`src/rtl/irq_ctrl_pkg.sv`:
```
// Shared types, constants and helpers for the interrupt controller.
package irq_ctrl_pkg;

  // Upper bound on the number of request lines.
  localparam int IRQ_CTRL_MAX_N = 32;
  // Width of an index into a vector of IRQ_CTRL_MAX_N bits.
  localparam int PRIO_IDX_W = 5;

  // Presentation state machine.
  typedef enum logic [1:0] {
    IDLE   = 2'd0,
    ACTIVE = 2'd1,
    GAP    = 2'd2
  } irq_state_e;

  // Result of a priority search.
  typedef struct packed {
    logic                  found;
    logic [PRIO_IDX_W-1:0] idx;
  } prio_t;

  // Returns the lowest set bit of vec and whether any bit was set.
  function automatic prio_t prio_sel(input logic [IRQ_CTRL_MAX_N-1:0] vec);
    prio_t r;
    r.found = 1'b0;
    r.idx   = '0;
    for (int i = IRQ_CTRL_MAX_N - 1; i >= 0; i--) begin
      if (vec[i]) begin
        r.found = 1'b1;
        r.idx   = PRIO_IDX_W'(i);
      end
    end
    return r;
  endfunction

endpackage

```
`src/rtl/irq_edge_det.sv`:
```
// Per-line request capture: optional input synchroniser, previous-sample
// flop, edge/level pending bit and sticky overrun flag.
// Optional feature macro: IRQ_CTRL_SYNC_EN (2-flop synchroniser on the input).
module irq_edge_det
  import irq_ctrl_pkg::*;
(
  input  logic clk,
  input  logic srst,
  input  logic ireq,
  input  logic edge_sel,
  input  logic ack_hit,
  output logic pending,
  output logic overrun
);

  logic samp;
  logic prev_reg;
  logic pending_reg;
  logic overrun_reg;
  logic rise;

`ifdef IRQ_CTRL_SYNC_EN
  logic sync_q1_reg;
  logic sync_q2_reg;

  // Two-stage synchroniser for an asynchronous request line.
  always_ff @(posedge clk) begin
    if (srst) begin
      sync_q1_reg <= 1'b0;
      sync_q2_reg <= 1'b0;
    end else begin
      sync_q1_reg <= ireq;
      sync_q2_reg <= sync_q1_reg;
    end
  end

  assign samp = sync_q2_reg;
`else
  assign samp = ireq;
`endif

  // Previous sample resets to 0 so a line high at reset release is an edge.
  assign rise = samp & ~prev_reg;

  // Pending/overrun update: on a coincident edge and ack the edge wins for
  // pending while the ack still clears overrun.
  always_ff @(posedge clk) begin
    if (srst) begin
      prev_reg    <= 1'b0;
      pending_reg <= 1'b0;
      overrun_reg <= 1'b0;
    end else begin
      prev_reg <= samp;
      if (edge_sel) begin
        pending_reg <= rise | (pending_reg & ~ack_hit);
        overrun_reg <= ack_hit ? 1'b0 : (overrun_reg | (rise & pending_reg));
      end else begin
        pending_reg <= samp;
        overrun_reg <= overrun_reg & ~ack_hit;
      end
    end
  end

  assign pending = pending_reg;
  assign overrun = overrun_reg;

endmodule

```
`src/rtl/irq_ctrl.sv`:
```
// Interrupt controller top: per-line capture, fixed-priority selection and
// the IDLE/ACTIVE/GAP presentation FSM with registered outputs.
// Optional feature macro: IRQ_CTRL_SYNC_EN (input synchronisers in irq_edge_det).
module irq_ctrl
  import irq_ctrl_pkg::*;
#(
  parameter int N_IREQ = 5,
  parameter int ID_W   = (N_IREQ > 1) ? $clog2(N_IREQ) : 1
) (
  input  logic              PCLK,
  input  logic              PRESET,
  input  logic [N_IREQ-1:0] IREQ,
  input  logic [N_IREQ-1:0] edge_sel,
  input  logic [N_IREQ-1:0] mask,
  input  logic              ack,
  output logic              IRQ,
  output logic [ID_W-1:0]   irq_id,
  output logic [N_IREQ-1:0] pending,
  output logic [N_IREQ-1:0] overrun
);

  irq_state_e state_reg;
  irq_state_e state_next;
  logic              irq_reg;
  logic              irq_next;
  logic [ID_W-1:0]   irq_id_reg;
  logic [ID_W-1:0]   irq_id_next;
  logic [N_IREQ-1:0] pending_w;
  logic [N_IREQ-1:0] overrun_w;
  logic [N_IREQ-1:0] ack_hit;
  logic [IRQ_CTRL_MAX_N-1:0] req_vec;
  prio_t             sel;

  // One capture cell per request line; an ack only hits the presented line.
  generate
    for (genvar gi = 0; gi < N_IREQ; gi++) begin : g_line
      assign ack_hit[gi] = (state_reg == ACTIVE) && ack && (irq_id_reg == ID_W'(gi));

      irq_edge_det u_edge_det (
        .clk      (PCLK),
        .srst     (PRESET),
        .ireq     (IREQ[gi]),
        .edge_sel (edge_sel[gi]),
        .ack_hit  (ack_hit[gi]),
        .pending  (pending_w[gi]),
        .overrun  (overrun_w[gi])
      );
    end
  endgenerate

  // Mask gates only selection, never latching.
  assign req_vec = IRQ_CTRL_MAX_N'(pending_w & mask);
  assign sel     = prio_sel(req_vec);

  // Next-state and next-output logic; ID is frozen outside IDLE.
  always_comb begin
    state_next  = state_reg;
    irq_id_next = irq_id_reg;
    case (state_reg)
      IDLE: begin
        if (sel.found) begin
          state_next  = ACTIVE;
          irq_id_next = sel.idx[ID_W-1:0];
        end
      end
      ACTIVE: begin
        if (ack) begin
          state_next = GAP;
        end
      end
      GAP: begin
        state_next = IDLE;
      end
      default: begin
        state_next = IDLE;
      end
    endcase
    irq_next = (state_next == ACTIVE);
  end

  // State and output registers.
  always_ff @(posedge PCLK) begin
    if (PRESET) begin
      state_reg  <= IDLE;
      irq_reg    <= 1'b0;
      irq_id_reg <= '0;
    end else begin
      state_reg  <= state_next;
      irq_reg    <= irq_next;
      irq_id_reg <= irq_id_next;
    end
  end

  assign IRQ     = irq_reg;
  assign irq_id  = irq_id_reg;
  assign pending = pending_w;
  assign overrun = overrun_w;

endmodule

```
`config.mk`:
```
export PLATFORM = sky130hd
export DESIGN_NAME = irq_ctrl
export DESIGN_NICKNAME = d
export VERILOG_FILES = /design/src/rtl/irq_ctrl_pkg.sv /design/src/rtl/irq_edge_det.sv /design/src/rtl/irq_ctrl.sv
export SDC_FILE = /design/constraint.sdc
export NUM_CORES = 1
export LEC_CHECK = 0
export CAP_MARGIN = 20
export CORE_MARGIN = 2
export CORE_UTILIZATION = 43
export DETAILED_ROUTE_END_ITERATION = 8
export PLACE_DENSITY = 0.77
export SKIP_CTS_REPAIR_TIMING = 1
export SYNTH_ARGS = -nofsm -noshare
export SYNTH_HDL_FRONTEND = slang
export SYNTH_SLANG_ARGS = --single-unit
```
`constraint.sdc`:
```
create_clock -name PCLK -period 1.23 [get_ports PCLK]
set_input_delay 0.246 -clock PCLK [delete_from_list [all_inputs] [get_ports PCLK]]
set_output_delay 0.246 -clock PCLK [all_outputs]
set_load 0.05 [all_outputs]
```
==> impl_results.md, run 1 <==
* Status: complete, no violations
* Clk sink count at 21
* Met2 usage in global routing at 30.44%
* Worst setup EP type: flop
* Synthesized cell area at 907.1 sq um
* R2R Setup Slk at 0.06 ns
* Syn. warnings at 0
* Layout area overhead at 60.14%
* Die area at 2493 sq um
* Hold Startpoint: ack
* Die W at 49.93 microns
* Via count at 790
* Routing usage on met1 at 18.50%
* Max frequency at 815.5 MHz
* Final Critical Period at 1.226 ns
* Worst Max-Slew Pin Slew at 0.2798 ns
* Share of the synthesized area in the top cell type at 46.34%
* Port Buffers at 31
* Fin nets at 142
* Row Count at 16
* Avg WL per Cell at 13.51 microns
* Most frequent cell after synthesis: dfxtp_1
* CTS tree: yes
* Crit-path max FO at 3
* Longest Clk Path Bufs at 2
* Post-synth top cells: 21 x dfxtp_1, 11 x buf_4, 9 x nand2_1
* Largest net degree at the start of global routing at 18
* Post-Synthesis Cells at 90
* Initial antenna violation count at 0
* Synth cell types at 23
* Htree depth at 1
* Fin. max-slew vios at 0
* Post-Place Cells at 145
* DRT iter0 DRCs at 16
* Met3 GRT Util at 3.939%
* Slowest-stage cell, CP: clkdlybuf4s50_1
* Via density at 5.267
* Residual DRC count at 0
* Syn_nets at 108
* Peak supply drop at 0.9410 mV
* Tcrit/Tclk final at 99.69%
* Share of layout cells above drive strength 1 at 34.96%
* Buffers & Inverters on Critical Path at 2
* GPL Wtd Cong at 0.7909
* Slew headroom at 81.35%
* DRT Pass-1 Iters at 4
* Hold slack final at 0.2780 ns
* Routed Antenna Nets at 0
* DPL Wire Length at 1.520 mm
* Final Hold Vio Count at 0
* Cell taking the most area after synthesis: dfxtp_1
* Seq/Total Area, Yosys at 46.34%
* Vias in the first global route at 784
* Critical path data arrival time at 1.46 ns
* Worst reg2reg path startpoint: state_reg[1]
* GRT overflow at 0
* Kind of cell adding the most delay to the critical path: buffers and inverters
* Finish-stage setup viols at 0
* Worst Hold Class: in -> reg
* FFs w/ async S/R, synth at 0%
* Crit path kind: in -> reg
* IO Pins at 32
* CTS clk-pin slew, worst paths at 0.11 ns
* Total length of routed wires at 2.026 mm
* Max-cap viol count at 0
* Leak Pwr at 0.6046 nW
* Post-route core utilization at 73.30%
* Clock Latency Late Sink at 0.29 ns
* First-pass GRT wire length at 3.201 mm
* Core area at 1982 sq um
* Syn Area/Cell at 10.08 sq um
* Antenna cells at 0
* Post-synth EDFFs at 0
* Die height at 49.93 microns
* Cell Pwr Density at 1100 nW/um^2
* Req. time, crit path at 1.46 ns
* Grt peak-use layer: met2
* Initial Util at 45.77%
* RSZ-0062 raised after global routing: yes
* Non-filler instance count after layout at 150
* CTS buffer count at 3
* Synth top area cells: dfxtp_1 46%, buf_4 9.1%, and4b_1 5.5%
* Root Buffer: clkbuf_4
* Post-synth top flop: dfxtp_1
* Critical Path Source Type: input port
* Flop and latch count out of synthesis at 21
* CP Launch Point: mask[1]
* Global Route Usage Sum at 16.59%
* CP max stage delay at 0.44 ns
* Clock skew at 0.003217 ns
* Worst path cell trace: clkdlybuf4s50_1 -> a22oi_2 -> buf_4 -> nand2_1 -> a21o_1 -> a21oi_1
[path summary, 6_finish.rpt]
kind,end,cells after the start
max,irq_id[1],6
max reg2reg,g_line[3].u_edge_det.pending,4
min,state_reg[1],3
min reg2reg,g_line[3].u_edge_det.pending,2
[metal layers]
layer,vias to the layer above,part of all wire [%]
met1,369,43
met4,0,0.69
met5,-,0
met2,31,52
li1,388,-
met3,2,4.8
[stage by stage]
step                power (mW)  TNS (ns)  setup WS, ns  area, sq um
floorplan                1.025         0      0.002514        909.6
global placement         1.255    -3.115       -0.2929         1384
detailed placement       1.264    -3.292       -0.3132         1384
CTS                      1.586  -0.01115     -0.009343         1410
global route             1.672  -0.01861      -0.01156         1453
finish                   1.597         0      0.003789         1453
[layout make-up]
type                            instances  area (sq um)
Clock buffer                            4         26.28
Sequential cell                        21         430.4
Fill cell                             128         529.3
Multi-Input combinational cell         55         417.9
Tap cell                               27         33.78
Inverter                                3         11.26
Timing Repair Buffer                   40         533.0
[worst reg2reg max path, stage by stage, from the launching register on]
cell	delay, ns
dfxtp_2	0.36
nand3b_4	0.18
nor2_4	0.14
a31oi_1	0.13
a32o_2	0.27
[cells by family (layout without fill, tap and decap cells)]
group,after synthesis,count (layout),synth area share [%]
buffers and inverters,14,47,10.34
flip-flops,21,21,46.34
AO/OA/AOI/OAI,25,25,22.48
AND/OR/NAND/NOR,30,30,20.83
[placed cells by master, fill, tap and decap left out, types with 3 or more instances in the layout]
master / netlist / layout
o21a_1: 5 / 5
dfxtp_1: 21 / 13
buf_12: 0 / 15
nor2_1: 6 / 6
a21oi_1: 3 / 3
a31oi_1: 5 / 4
dfxtp_2: 0 / 8
buf_4: 11 / 8
nor2b_1: 5 / 5
and4b_1: 5 / 5
clkbuf_4: 0 / 3
inv_1: 3 / 3
clkdlybuf4s50_1: 0 / 16
a32o_1: 4 / 4
nand2_1: 9 / 8
[power by group]
part	total [mW]	internal (mW)	switching [mW]
Sequential	0.777	0.730	0.0471
Clock	0.322	0.126	0.196
Combinational	0.498	0.260	0.237
Power figures use the tool's default switching activity.
==> run 2, diff against run 1 <==
Settings changed: GPL_ROUTABILITY_DRIVEN from default to 0.
==> results of run 2 <==
The final DEF is identical to that of run 1; final timing and power are the same.
